==> src/rtl/alu_arbiter_if.sv <==
// rtl/alu_arbiter_if.sv - request/response bundle between two requesters and the shared ALU
//
// Purpose: groups both requesters' operation handshakes and their response
//          handshakes into one bundle.
// Ports (signal groups):
//   req{0,1}_valid/ready      operation handshake, one per requester
//   req{0,1}_a/_b/_cin/_op    operands, carry/borrow in, opcode
//   rsp{0,1}_valid/ready      response handshake, one per requester
//   rsp_result/carry/err      response payload, shared by both requesters
// Modports: master = requester side, slave = arbiter side.
interface alu_arbiter_if;
   logic       req0_valid;
   logic       req0_ready;
   logic [3:0] req0_a;
   logic [3:0] req0_b;
   logic       req0_cin;
   logic [2:0] req0_op;
   logic       req1_valid;
   logic       req1_ready;
   logic [3:0] req1_a;
   logic [3:0] req1_b;
   logic       req1_cin;
   logic [2:0] req1_op;
   logic       rsp0_valid;
   logic       rsp0_ready;
   logic       rsp1_valid;
   logic       rsp1_ready;
   logic [3:0] rsp_result;
   logic       rsp_carry;
   logic       rsp_err;

   modport master (
      output req0_valid, req0_a, req0_b, req0_cin, req0_op,
      output req1_valid, req1_a, req1_b, req1_cin, req1_op,
      output rsp0_ready, rsp1_ready,
      input  req0_ready, req1_ready, rsp0_valid, rsp1_valid,
      input  rsp_result, rsp_carry, rsp_err
   );

   modport slave (
      input  req0_valid, req0_a, req0_b, req0_cin, req0_op,
      input  req1_valid, req1_a, req1_b, req1_cin, req1_op,
      input  rsp0_ready, rsp1_ready,
      output req0_ready, req1_ready, rsp0_valid, rsp1_valid,
      output rsp_result, rsp_carry, rsp_err
   );
endinterface

==> src/rtl/alu_arbiter.sv <==
// rtl/alu_arbiter.sv - two-requester arbiter in front of one shared 4-bit ALU
//
// Purpose: accepts one operation at a time from either requester, executes it
//          on a single 4-bit ALU (add, subtract, AND, OR) and returns the
//          registered result to the requester that issued it.
// Parameters:
//   RR_EN   1 = round-robin between requesters on a tie, 0 = requester 0 wins
// Ports:
//   clk     clock, rising edge
//   rst_n   asynchronous active-low reset
//   bus     alu_arbiter_if.slave (request/response handshakes and payload)
module alu_arbiter #(
   parameter bit RR_EN = 1'b1
) (
   input  logic          clk,
   input  logic          rst_n,
   alu_arbiter_if.slave  bus
);

   typedef enum logic [1:0] {IDLE, EXEC, RESP} state_t;

   state_t     state;
   logic       owner;        // requester that owns the transaction in flight
   logic       last_served;  // requester accepted most recently
   logic [3:0] op_a;
   logic [3:0] op_b;
   logic       op_cin;
   logic [2:0] op_code;

   logic       grant;
   logic       accept;
   logic [4:0] alu_sum;
   logic [4:0] alu_diff;
   logic [3:0] alu_result;
   logic       alu_carry;
   logic       alu_err;

   // Requester to serve this cycle; only meaningful in IDLE when a valid is up.
   always_comb begin
      grant = 1'b0;
      if (bus.req0_valid && bus.req1_valid) begin
         grant = RR_EN ? ~last_served : 1'b0;
      end else if (bus.req1_valid) begin
         grant = 1'b1;
      end
   end

   // rst_n gating keeps ready low while reset is held, even with valid up.
   assign bus.req0_ready = rst_n && (state == IDLE) && bus.req0_valid && !grant;
   assign bus.req1_ready = rst_n && (state == IDLE) && bus.req1_valid &&  grant;
   assign accept         = bus.req0_ready || bus.req1_ready;

   // Single shared datapath working on the latched operands only. The 5-bit
   // difference wraps negative, so bit 4 is exactly the borrow out.
   always_comb begin
      alu_sum    = {1'b0, op_a} + {1'b0, op_b} + {4'b0000, op_cin};
      alu_diff   = {1'b0, op_a} - {1'b0, op_b} - {4'b0000, op_cin};
      alu_result = 4'h0;
      alu_carry  = 1'b0;
      alu_err    = 1'b0;
      case (op_code)
         3'b000: begin
            alu_result = alu_sum[3:0];
            alu_carry  = alu_sum[4];
         end
         3'b001: begin
            alu_result = alu_diff[3:0];
            alu_carry  = alu_diff[4];
         end
         3'b010:  alu_result = op_a & op_b;
         3'b011:  alu_result = op_a | op_b;
         default: alu_err    = 1'b1;
      endcase
   end

   always_ff @(posedge clk or negedge rst_n) begin
      if (!rst_n) begin
         state          <= IDLE;
         owner          <= 1'b0;
         last_served    <= 1'b1;
         op_a           <= 4'h0;
         op_b           <= 4'h0;
         op_cin         <= 1'b0;
         op_code        <= 3'b000;
         bus.rsp0_valid <= 1'b0;
         bus.rsp1_valid <= 1'b0;
         bus.rsp_result <= 4'h0;
         bus.rsp_carry  <= 1'b0;
         bus.rsp_err    <= 1'b0;
      end else begin
         case (state)
            IDLE: begin
               if (accept) begin
                  owner       <= grant;
                  last_served <= grant;
                  op_a        <= grant ? bus.req1_a   : bus.req0_a;
                  op_b        <= grant ? bus.req1_b   : bus.req0_b;
                  op_cin      <= grant ? bus.req1_cin : bus.req0_cin;
                  op_code     <= grant ? bus.req1_op  : bus.req0_op;
                  state       <= EXEC;
               end
            end
            EXEC: begin
               bus.rsp_result <= alu_result;
               bus.rsp_carry  <= alu_carry;
               bus.rsp_err    <= alu_err;
               bus.rsp0_valid <= ~owner;
               bus.rsp1_valid <=  owner;
               state          <= RESP;
            end
            RESP: begin
               // Only the owner's ready completes the response.
               if (owner ? bus.rsp1_ready : bus.rsp0_ready) begin
                  bus.rsp0_valid <= 1'b0;
                  bus.rsp1_valid <= 1'b0;
                  state          <= IDLE;
               end
            end
            default: state <= IDLE;
         endcase
      end
   end

endmodule

==> src/flat_wrapper.sv <==
// flat-port wrapper written by rule: the top's interface ports become plain ports
module alu_arbiter_flat 
#(
   parameter bit RR_EN = 1'b1
)
  (clk, rst_n, bus_req0_valid, bus_req0_a, bus_req0_b, bus_req0_cin, bus_req0_op, bus_req1_valid, bus_req1_a, bus_req1_b, bus_req1_cin, bus_req1_op, bus_rsp0_ready, bus_rsp1_ready, bus_req0_ready, bus_req1_ready, bus_rsp0_valid, bus_rsp1_valid, bus_rsp_result, bus_rsp_carry, bus_rsp_err);
  alu_arbiter_if bus_i ();
  input  logic clk;
  input  logic rst_n;
  input wire logic [$bits(bus_i.req0_valid)-1:0] bus_req0_valid;
  input wire logic [$bits(bus_i.req0_a)-1:0] bus_req0_a;
  input wire logic [$bits(bus_i.req0_b)-1:0] bus_req0_b;
  input wire logic [$bits(bus_i.req0_cin)-1:0] bus_req0_cin;
  input wire logic [$bits(bus_i.req0_op)-1:0] bus_req0_op;
  input wire logic [$bits(bus_i.req1_valid)-1:0] bus_req1_valid;
  input wire logic [$bits(bus_i.req1_a)-1:0] bus_req1_a;
  input wire logic [$bits(bus_i.req1_b)-1:0] bus_req1_b;
  input wire logic [$bits(bus_i.req1_cin)-1:0] bus_req1_cin;
  input wire logic [$bits(bus_i.req1_op)-1:0] bus_req1_op;
  input wire logic [$bits(bus_i.rsp0_ready)-1:0] bus_rsp0_ready;
  input wire logic [$bits(bus_i.rsp1_ready)-1:0] bus_rsp1_ready;
  output wire logic [$bits(bus_i.req0_ready)-1:0] bus_req0_ready;
  output wire logic [$bits(bus_i.req1_ready)-1:0] bus_req1_ready;
  output wire logic [$bits(bus_i.rsp0_valid)-1:0] bus_rsp0_valid;
  output wire logic [$bits(bus_i.rsp1_valid)-1:0] bus_rsp1_valid;
  output wire logic [$bits(bus_i.rsp_result)-1:0] bus_rsp_result;
  output wire logic [$bits(bus_i.rsp_carry)-1:0] bus_rsp_carry;
  output wire logic [$bits(bus_i.rsp_err)-1:0] bus_rsp_err;
  assign bus_i.req0_valid = bus_req0_valid;
  assign bus_i.req0_a = bus_req0_a;
  assign bus_i.req0_b = bus_req0_b;
  assign bus_i.req0_cin = bus_req0_cin;
  assign bus_i.req0_op = bus_req0_op;
  assign bus_i.req1_valid = bus_req1_valid;
  assign bus_i.req1_a = bus_req1_a;
  assign bus_i.req1_b = bus_req1_b;
  assign bus_i.req1_cin = bus_req1_cin;
  assign bus_i.req1_op = bus_req1_op;
  assign bus_i.rsp0_ready = bus_rsp0_ready;
  assign bus_i.rsp1_ready = bus_rsp1_ready;
  assign bus_req0_ready = bus_i.req0_ready;
  assign bus_req1_ready = bus_i.req1_ready;
  assign bus_rsp0_valid = bus_i.rsp0_valid;
  assign bus_rsp1_valid = bus_i.rsp1_valid;
  assign bus_rsp_result = bus_i.rsp_result;
  assign bus_rsp_carry = bus_i.rsp_carry;
  assign bus_rsp_err = bus_i.rsp_err;
  alu_arbiter #(.RR_EN(RR_EN)) u_core (.clk(clk), .rst_n(rst_n), .bus(bus_i));
endmodule
==> config.mk <==
export PLATFORM = sky130hd
export DESIGN_NAME = alu_arbiter_flat
export DESIGN_NICKNAME = d
export VERILOG_FILES = /design/src/rtl/alu_arbiter_if.sv /design/src/rtl/alu_arbiter.sv /design/src/flat_wrapper.sv
export SDC_FILE = /design/constraint.sdc
export NUM_CORES = 1
export LEC_CHECK = 0
export CAP_MARGIN = 10
export CORE_AREA = 3 3 63 79
export DETAILED_ROUTE_END_ITERATION = 8
export DIE_AREA = 0 0 66 82
export PLACE_DENSITY_LB_ADDON = 0.3
export RECOVER_POWER = 50
export SLEW_MARGIN = 20
export SYNTH_ARGS = -nofsm -noshare
export SYNTH_HDL_FRONTEND = slang
export SYNTH_SLANG_ARGS = --single-unit
==> constraint.sdc <==
create_clock -name clk -period 4.9 [get_ports clk]
set_input_delay 0.49 -clock clk [delete_from_list [all_inputs] [get_ports clk]]
set_output_delay 0.49 -clock clk [all_outputs]
set_load 0.01 [all_outputs]
==> summary.md <==
| Metric | Value |
|---|---|
| Status | `finished, final reports clean` |
| Syn avg cell area | `10.0 um2` |
| Clock Sinks | `24` |
| Worst path top cell family by delay | `buffers and inverters` |
| Clk pin slew, worst setup/hold paths | `around 0.080 ns` |
| Port buffer count | `39` |
| DIE HEIGHT | `~82 um` |
| Vias in the first global route | `around 1.2k` |
| Routed len/inst | `between 10 and 15 um` |
| Crit path cell chain | `dlygate4sd3_1 > clkbuf_1 > nor3b_2 > and2_1 > clkdlybuf4s50_1` |
| Core area | `roughly 4400 um2` |
| Row count | `27` |
| Die width | `between 60 and 70 um` |
| Setup_tns | `0 ns` |
| Synthesized Nets | `approximately 210` |
| Synthesized instance count | `between 150 and 200` |
| Critical-path top delay cell | `clkbuf_1` |
| Final setup viols | `0` |
| Netlist cell types | `40` |
| Layout cells sized above 1 | `6.93%` |
| Mapped Area | `roughly 1600 um2` |
| Req. time, crit path | `between 4 and 5 ns` |
| Max H-tree Level | `1` |
| Area Overhead vs Synth | `28.0%` |
| Rel. slew slack | `approximately 14%` |
| Largest net degree at the start of global routing | `26` |
| DR DRC count | `0` |
| Yosys reg bits | `24` |
| Reg2reg setup slack | `approximately 2.8 ns` |
| Peak VDD IR | `approximately 0.21 mV` |
| Maximum root-to-sink buffer count | `2` |
| CTS Buf Count | `3` |
| ANT cells | `0` |
| Post-synthesis sequential area ratio | `between 30 and 40%` |
| Clk root buf | `clkbuf_8` |
| Pleak | `0.000980 uW` |
| IO Pins | `40` |
| RD Place Congestion | `0.738` |
| Initial DRC count | `31` |
| Final Hold Viols | `0` |
| Setup CP Type | `in2out` |
| Hold endpoint | `u_core.bus.rsp_result[1]` |
| Final worst setup slack | `1.28 ns` |
| Post-DP HPWL | `approximately 2500 um` |
| HP Start | `u_core.bus.rsp_result[1]` |
| WHS Path Cells | `1` |
| Dpl ws | `1.86 ns` |
| Worst Setup SP | `rst_n` |
| Max incr delay on CP | `around 0.94 ns` |
| Final Max Slew Viols | `0` |
| R2R depth | `5` |
| First-pass GRT wire length | `5330 um` |
| Drt pass-1 iters | `4` |
| Worst-path fanout max | `25` |
| Die area | `roughly 5400 um2` |
| Final period util | `73.9%` |
| CTS tree | `yes` |
| Initial Util | `a little under two fifths` |
| Hold/Removal Path Class | `reg2reg` |
| PwrDens | `approximately 590 nW/um2` |
| Initial antenna violation count | `0` |
| Non-filler cells, final | `260` |
| Worst EP arrival | `3.13 ns` |
| Critical path launch point type | `input port` |
| Crit. End Element | `primary output` |
| Total wire length | `a little over 3000 um` |
| Setup Buffers After CTS | `0` |
| Final Net Count | `~250` |
| Final clock skew | `between 0.003 and 0.004 ns` |
| RSZ-0062 raised after global routing | `no` |
| Min Tclk post-route | `between 3 and 4 ns` |
| Worst Hold Margin | `0.510 ns` |
| Routed Antenna Nets | `0` |
| Worst-margin pin slew | `roughly 1.3 ns` |
| Vias per cell | `~4.8` |
| GRT Total Usage | `between 10% and 20%` |
| R2R Path Start | `u_core.op_cin` |
| # Max-Cap Violations | `0` |
| Critical path buffer and inverter count | `3` |
| Cts hold-fix bufs | `0` |
| Vias post-DR | `between 1k and 1.5k` |
| Overflow after GRT | `0` |
| Power Total | `1250 uW` |
| Reg2Reg Capture Point | `u_core.bus.rsp_result[0]` |
| Cells after DPL | `between 200 and 300` |
| Clock Latency Late Sink | `about 0.27 ns` |
| Yosys warnings | `0` |
| F_max | `276 MHz` |
| Gates resized, CTS repair | `0` |
==> cells by family after synthesis <==
| group | share of synthesized area (%) |
|---|---|
| muxes | 11.2 |
| buffers and inverters | 7.45 |
| adders and majority gates | 15.5 |
| AOI/OAI and AO/OA | 16.1 |
| DFF | 36.6 |
| xor gates and xnor gates | 2.13 |
| and+or+nand+nor | 11.1 |
==> stage by stage <==
stage	utilization (%)	instance area [um2]
finish	48.3	2110
global route	48.3	2110
CTS	48.4	2110
detailed placement	47.4	2070
global placement	47.4	2070
floorplan	-	1650
==> metal layers <==
layer / vias up / wire length [um] / track usage, %
li1: 637 / - / -
met1: 566 / 1350 / 15.7
met2: 29 / 1580 / 22.4
met3: 5 / 100 / 1.23
met4: 0 / 44 / 3.66
met5: - / 0 / 0
==> worst max path at each step <==
stage | cells past startpoint | slack, ns | endpoint
after detailed placement | 4 | 1.86 | bus_req1_ready
after global routing | 5 | 0.97 | bus_req1_ready
after CTS | 4 | 1.85 | bus_req1_ready
final | 5 | 1.28 | bus_req1_ready
after global placement | 4 | 1.88 | bus_req1_ready
after floorplan | 5 | 2.81 | u_core.bus.rsp_result[0]
==> cell usage in the layout, fill, tap and decap left out, types with 2 or more instances in the layout <==
cell / synthesis / final
inv_1: 18 / 18
o21ai_0: 5 / 5
a21boi_0: 1 / 2
ha_1: 14 / 14
mux2i_1: 15 / 15
dfrtp_1: 23 / 23
nor2_1: 16 / 16
clkbuf_8: 0 / 3
xor2_1: 2 / 2
dlygate4sd3_1: 0 / 2
nand2b_1: 2 / 2
a21oi_1: 20 / 20
nand2_1: 8 / 8
fa_1: 4 / 4
clkbuf_1: 0 / 2
xnor2_1: 2 / 2
a21o_1: 3 / 3
clkdlybuf4s50_1: 0 / 37
a22o_1: 3 / 3
==> sequential cells by signal, indices dropped and copies added, names as in the netlist <==
register,count
u_core.op_cin,1
u_core.op_a,4
u_core.owner,1
u_core.bus.rsp_result,4
u_core.bus.rsp0_valid,1
u_core.bus.rsp_carry,1
u_core.op_b,4
u_core.last_served,1
u_core.op_code,3
u_core.bus.rsp1_valid,1
u_core.bus.rsp_err,1
u_core.state,2
==> area by class of cell <==
| class | count | area (um2) |
|---|---|---|
| fillers | 414 | 2250 |
| repair buffers | 40 | 394 |
| flip-flops and latches | 24 | 602 |
| clock buffers | 4 | 45.0 |
| multi-input cells | 115 | 922 |
| inverters | 19 | 71.3 |
| well taps | 58 | 72.6 |
==> Yosys cell counts, drive strengths merged <==
cell type / n / share of area (%)
a31oi: 1 / 0.38
xnor2: 2 / 1.1
a211o: 1 / 0.53
and2: 1 / 0.38
mux4: 1 / 1.4
dfstp: 1 / 1.6
o211ai: 1 / 0.46
a21o: 3 / 1.4
nor3b: 2 / 1.9
nand2: 9 / 2.2
o22ai: 1 / 0.38
and3b: 1 / 0.53
buf: 6 / 3.1
mux2i: 15 / 9.1
nor2b: 1 / 0.38
inv: 19 / 4.3
mux2: 1 / 0.68
xor2: 2 / 1.1
a22o: 3 / 1.6
a21boi: 3 / 1.6
a21oi: 20 / 6.1
o21ai: 6 / 2.1
nand2b: 2 / 0.76
nor2: 16 / 3.6
ha: 14 / 11
a32o: 1 / 0.61
and2b: 1 / 0.53
a32oi: 1 / 0.53
a221oi: 1 / 0.53
fa: 4 / 4.9
dfrtp: 23 / 35
nor4: 1 / 0.76
==> power by group <==
group | internal (uW) | leakage [uW] | switching [uW]
Clock | 58.1 | 0.0000228 | 61.6
Sequential | 293 | 0.000282 | 127
Combinational | 375 | 0.000675 | 337
No activity file was read; power rests on OpenSTA's default activity.
==> patch 1: new RTL, same flow settings <==
The 3 states of `state_t` get a one-hot encoding in 3 bits.
--- a/src/rtl/alu_arbiter.sv
+++ b/src/rtl/alu_arbiter.sv
@@ -17,7 +17,7 @@
    alu_arbiter_if.slave  bus
 );
 
-   typedef enum logic [1:0] {IDLE, EXEC, RESP} state_t;
+   typedef enum logic [2:0] {IDLE = 3'b001, EXEC = 3'b010, RESP = 3'b100} state_t;
 
    state_t     state;
    logic       owner;        // requester that owns the transaction in flight
Check against the original RTL: same outputs for any inputs over 10 cycles, from zero or initial values and one cycle with rst_n low; not proved beyond that.
==> patch 1 against the original RTL <==
Setup slack better by 32 ps. Synthesized area up 1.6%. Clock skew up 2.2 ps. Total power up 1.5%. Sequential share of layout area up 0.76 points. Combinational power up 1%. Core utilization up 0.80 points. Routed wire length down 3.9%. Sequential cell count up 1. Count of clock-buffer cells in the layout down 1. Design area up 1.7%. Maximum frequency up 0.89%. Via count down 1.7%.
==> patch 1: results (changes against the original RTL) <==
status=finished, final reports clean (unchanged); Total Nets Final=248 (was 251); Placed Area=0.00211 mm² (was 0.00207 mm²); All-Layer GR Usage=12.2% (was 12.5%); pre-CTS WS=1910 ps (was 1860 ps); GP Congestion=0.747 (was 0.738); Port Buffers=39 (unchanged); Synth top cells by count=23 x dfrtp_1, 18 x a21oi_1, 16 x inv_1, 15 x mux2i_1, 15 x nor2_1 (was 23 x dfrtp_1, 20 x a21oi_1, 18 x inv_1, 16 x nor2_1, 15 x mux2i_1); routed wire length=2960 µm (was 3080 µm); pin count of the biggest net entering global routing=27 (was 26); Setup Skew=6.14 ps (was 3.93 ps); Critical path destination=bus_req1_ready (unchanged); sequential-to-total area share from yosys stat=37.5% (was 36.6%); syn_nets=210 (was 212); Initial DRC Count=28 (was 31); worst rel slew slack=10.3% (was 13.9%); Finished Layout Cells=257 (was 260); first-pass GRT wire length=5200 µm (was 5330 µm); Top Family by Delay on Critical Path=buffers and inverters (unchanged); maximum vdd drop=0.000233 V (was 0.000212 V); CP max FO=26 (was 25); Lkg Pwr=0.968 nW (was 0.980 nW); r2r endpoint=u_core.bus.rsp_result[2]$_DFFE_PN0P_ (was u_core.bus.rsp_result[0]$_DFFE_PN0P_); R2R setup slack=2610 ps (was 2750 ps); CP max stage delay=970 ps (was 940 ps); share of layout cells above drive strength 1=7.04% (was 6.93%); average size of a mapped cell=10.3 µm² (was 10.0 µm²); Critical Path AT=3100 ps (was 3130 ps); initial antenna violation count=0 (unchanged); sw frac=41.0% (was 42.0%); vias in the first global route=1206 (was 1231); Hold Path Cell Cnt=2 (was 1); count of cell types in the netlist=43 (was 40); DR vias/cell=4.73 (was 4.76); slack of the critical path=1310 ps (was 1280 ps)
patch 1: cell types whose count changed after synthesis, moves of 2 or more:
cell,before,now
o31ai_1,0,4
buf_6,3,0
nand2_1,8,5
a21oi_1,20,18
clkbuf_1,0,2
o21ai_0,5,2
inv_1,18,16
patch 1: worst min-delay path, stage by stage, from the launching register on:
cell     delay (ps)
dfrtp_1         340
nand2_1          50
o31ai_1          50
patch 1: cells by family (layout without fill, tap and decap cells):
kind of cell	Yosys count	in the layout	share of synthesized area, %
flops	25	25	37.5
compound gates	38	38	14.6
mux	18	18	12.6
buf+inv	25	62	6.28
fa+ha+maj	18	18	15.3
xor+xnor	4	4	2.09
simple gates	34	34	11.7
patch 1: layout make-up:
cell class	instances	area (µm²)
well taps	58	72.6
multi-input cells	112	933
fillers	413	2220
clock inverters	1	5.00
inverters	18	67.6
flip-flops and latches	25	628
clock buffers	3	41.3
repair buffers	40	394
patch 1: worst min path at each step:
stage | slack [ps] | from | to
4_1_cts | 490 | u_core.bus.rsp_result[0]$_DFFE_PN0P_ | u_core.bus.rsp_result[0]$_DFFE_PN0P_
6_report | 470 | u_core.bus.rsp_result[0]$_DFFE_PN0P_ | u_core.bus.rsp_result[0]$_DFFE_PN0P_
5_1_grt | 500 | u_core.bus.rsp_result[0]$_DFFE_PN0P_ | u_core.bus.rsp_result[0]$_DFFE_PN0P_
3_5_place_dp | 470 | u_core.bus.rsp_result[0]$_DFFE_PN0P_ | u_core.bus.rsp_result[0]$_DFFE_PN0P_
2_1_floorplan | 190 | rst_n | u_core.bus.rsp0_valid$_DFFE_PN0P_
3_3_place_gp | 460 | u_core.bus.rsp_result[0]$_DFFE_PN0P_ | u_core.bus.rsp_result[0]$_DFFE_PN0P_
patch 1: per-layer routing:
layer,wire [µm],track usage [%]
met5,0,0
met4,46,4.88
met3,123,1.92
met2,1380,20.6
met1,1400,15.6
patch 1: power by group through the flow:
stage,sequential [mW],combinational (mW),clock [mW]
finish,0.432,0.720,0.119
global route,0.452,0.848,0.135
CTS,0.436,0.740,0.126
detailed placement,0.440,0.737,0
global placement,0.437,0.711,0
floorplan,0.405,0.561,0
==> patch 2: new RTL, same settings <==
Made on the original files. `RR_EN` is set to 1'b1 in 2 places; all go to 1'b0.
--- a/src/rtl/alu_arbiter.sv
+++ b/src/rtl/alu_arbiter.sv
@@ -10,7 +10,7 @@
 //   rst_n   asynchronous active-low reset
 //   bus     alu_arbiter_if.slave (request/response handshakes and payload)
 module alu_arbiter #(
-   parameter bit RR_EN = 1'b1
+   parameter bit RR_EN = 1'b0
 ) (
    input  logic          clk,
    input  logic          rst_n,
--- a/src/flat_wrapper.sv
+++ b/src/flat_wrapper.sv
@@ -1,7 +1,7 @@
 // flat-port wrapper written by rule: the top's interface ports become plain ports
 module alu_arbiter_flat 
 #(
-   parameter bit RR_EN = 1'b1
+   parameter bit RR_EN = 1'b0
 )
   (clk, rst_n, bus_req0_valid, bus_req0_a, bus_req0_b, bus_req0_cin, bus_req0_op, bus_req1_valid, bus_req1_a, bus_req1_b, bus_req1_cin, bus_req1_op, bus_rsp0_ready, bus_rsp1_ready, bus_req0_ready, bus_req1_ready, bus_rsp0_valid, bus_rsp1_valid, bus_rsp_result, bus_rsp_carry, bus_rsp_err);
   alu_arbiter_if bus_i ();
Function: changed (Yosys sat finds a counterexample within 4 cycles, from zero or initial values and one cycle with rst_n low).
==> patch 2 against the original RTL <==
Via count fell by 4.7%. Non-clock buffer count rose by 1. Total power decreased by 12%. Synthesized area is 6.1% lower. Setup slack better by 93 ps. Sequential cell count is 1 lower. Routed wire length shrank 9.0%. Design area down 4.5%. Critical path type unchanged.
==> patch 2: results (changes against the original RTL) <==
first-pass GRT wire length=4750 µm (was 5330 µm); XOR/XNOR Fraction of Synth Area=0.566% (was 2.13%); CTS H-tree lvls=1 (unchanged); post-synthesis mux area share=12.6% (was 11.2%); FF-to-FF Start=u_core.op_b[0]$_DFFE_PN0P_ (was u_core.op_cin$_DFFE_PN0P_); worst rel slew slack=20.4% (was 13.9%); maximum vdd drop=0.000153 V (was 0.000212 V); Critical Path AT=3040 ps (was 3130 ps); Via Count=1179 (was 1237); pre-CTS WS=2100 ps (was 1860 ps); CP max stage delay=880 ps (was 940 ps); Port Buffers=39 (unchanged); Synth top cells by count=23 x dfrtp_1, 20 x nand2_1, 15 x mux2i_1, 14 x inv_1, 14 x o21ai_1 (was 23 x dfrtp_1, 20 x a21oi_1, 18 x inv_1, 16 x nor2_1, 15 x mux2i_1); Worst Hold Class=flop to flop (unchanged); highest metal used=met4 (unchanged); WL/cell=11.1 µm (was 11.8 µm); r2r endpoint=u_core.bus.rsp_result[1]$_DFFE_PN0P_ (was u_core.bus.rsp_result[0]$_DFFE_PN0P_); met2 WL=1490 µm (was 1580 µm); vias in the first global route=1098 (was 1231); Critical path destination=bus_req0_ready (was bus_req1_ready); sequential-to-total area share from yosys stat=37.2% (was 36.6%); WHS Endpoint=u_core.bus.rsp_err$_DFFE_PN0P_ (was u_core.bus.rsp_result[1]$_DFFE_PN0P_); Synth Area in Compound Gates=15.7% (was 16.1%); hold_sp=u_core.bus.rsp_err$_DFFE_PN0P_ (was u_core.bus.rsp_result[1]$_DFFE_PN0P_); Fillers=425 (was 414); Detailed Place HPWL=2300 µm (was 2480 µm); syn_nets=202 (was 212); GP Congestion=0.804 (was 0.738); Antenna Cells=0 (unchanged); initial antenna violation count=0 (unchanged); All-Layer GR Usage=11.3% (was 12.5%); Initial DRC Count=29 (was 31); root buffer cell=clkbuf_8 (unchanged); Lkg Pwr=0.883 nW (was 0.980 nW); clock network power=116 µW (was 120 µW); P_sw=447 µW (was 526 µW); status=finished, final reports clean (unchanged); Synth Area in Adders=14.9% (was 15.5%); share of layout cells above drive strength 1=5.15% (was 6.93%); Metal-1 WL=1160 µm (was 1350 µm); M1 GR Usage=12.9% (was 15.7%); met2 GRT Util=20.8% (was 22.4%); CP max FO=24 (was 25); ranking of synthesized cells by area=dfrtp_1 37%, ha_1 9.7%, mux2i_1 9.7% (was dfrtp_1 35%, ha_1 11%, mux2i_1 9.1%); Top Family by Delay on Critical Path=buffers and inverters (unchanged); met3 WL=91 µm (was 100 µm); R2R setup slack=2680 ps (was 2750 ps); Total Nets Final=241 (was 251); Setup Skew=1.17 ps (was 3.93 ps); Regs by FF count=u_core.bus.rsp_result: 4 flops, u_core.op_a: 4 flops, u_core.op_b: 4 flops (unchanged); FMAX=0.284 GHz (was 0.276 GHz); sequential share of power=34.6% (was 33.5%); Worst Hold Slack=497 ps (was 510 ps)
patch 2: cell count changes after synthesis, moves of 4 or more:
cell,change
a21oi_1,-15
inv_1,-4
nand2_1,+12
nor2_1,-12
o21ai_1,+14
patch 2: metrics by stage:
step	instance area (µm²)	std cells	total power, mW
finish	2010	252	1.10
global route	2010	252	1.22
floorplan	1550	156	0.825
global placement	1980	248	0.988
detailed placement	1980	248	1.01
CTS	2020	252	1.13
patch 2: layout make-up:
cell class | count | area share, %
repair buffers | 41 | 20.0
inverters | 16 | 2.98
clock buffers | 4 | 2.24
well taps | 58 | 3.60
flip-flops and latches | 23 | 28.6
multi-input cells | 110 | 42.6
patch 2: worst reg2reg max path, delay by kind of cell (launching register included):
family | cells | cell delay (ps)
AO/OA/AOI/OAI | 1 | 190
adder cells (fa/ha/maj) | 2 | 920
buffers and inverters | 1 | 100
flip-flops | 1 | 430
multiplexers | 1 | 480
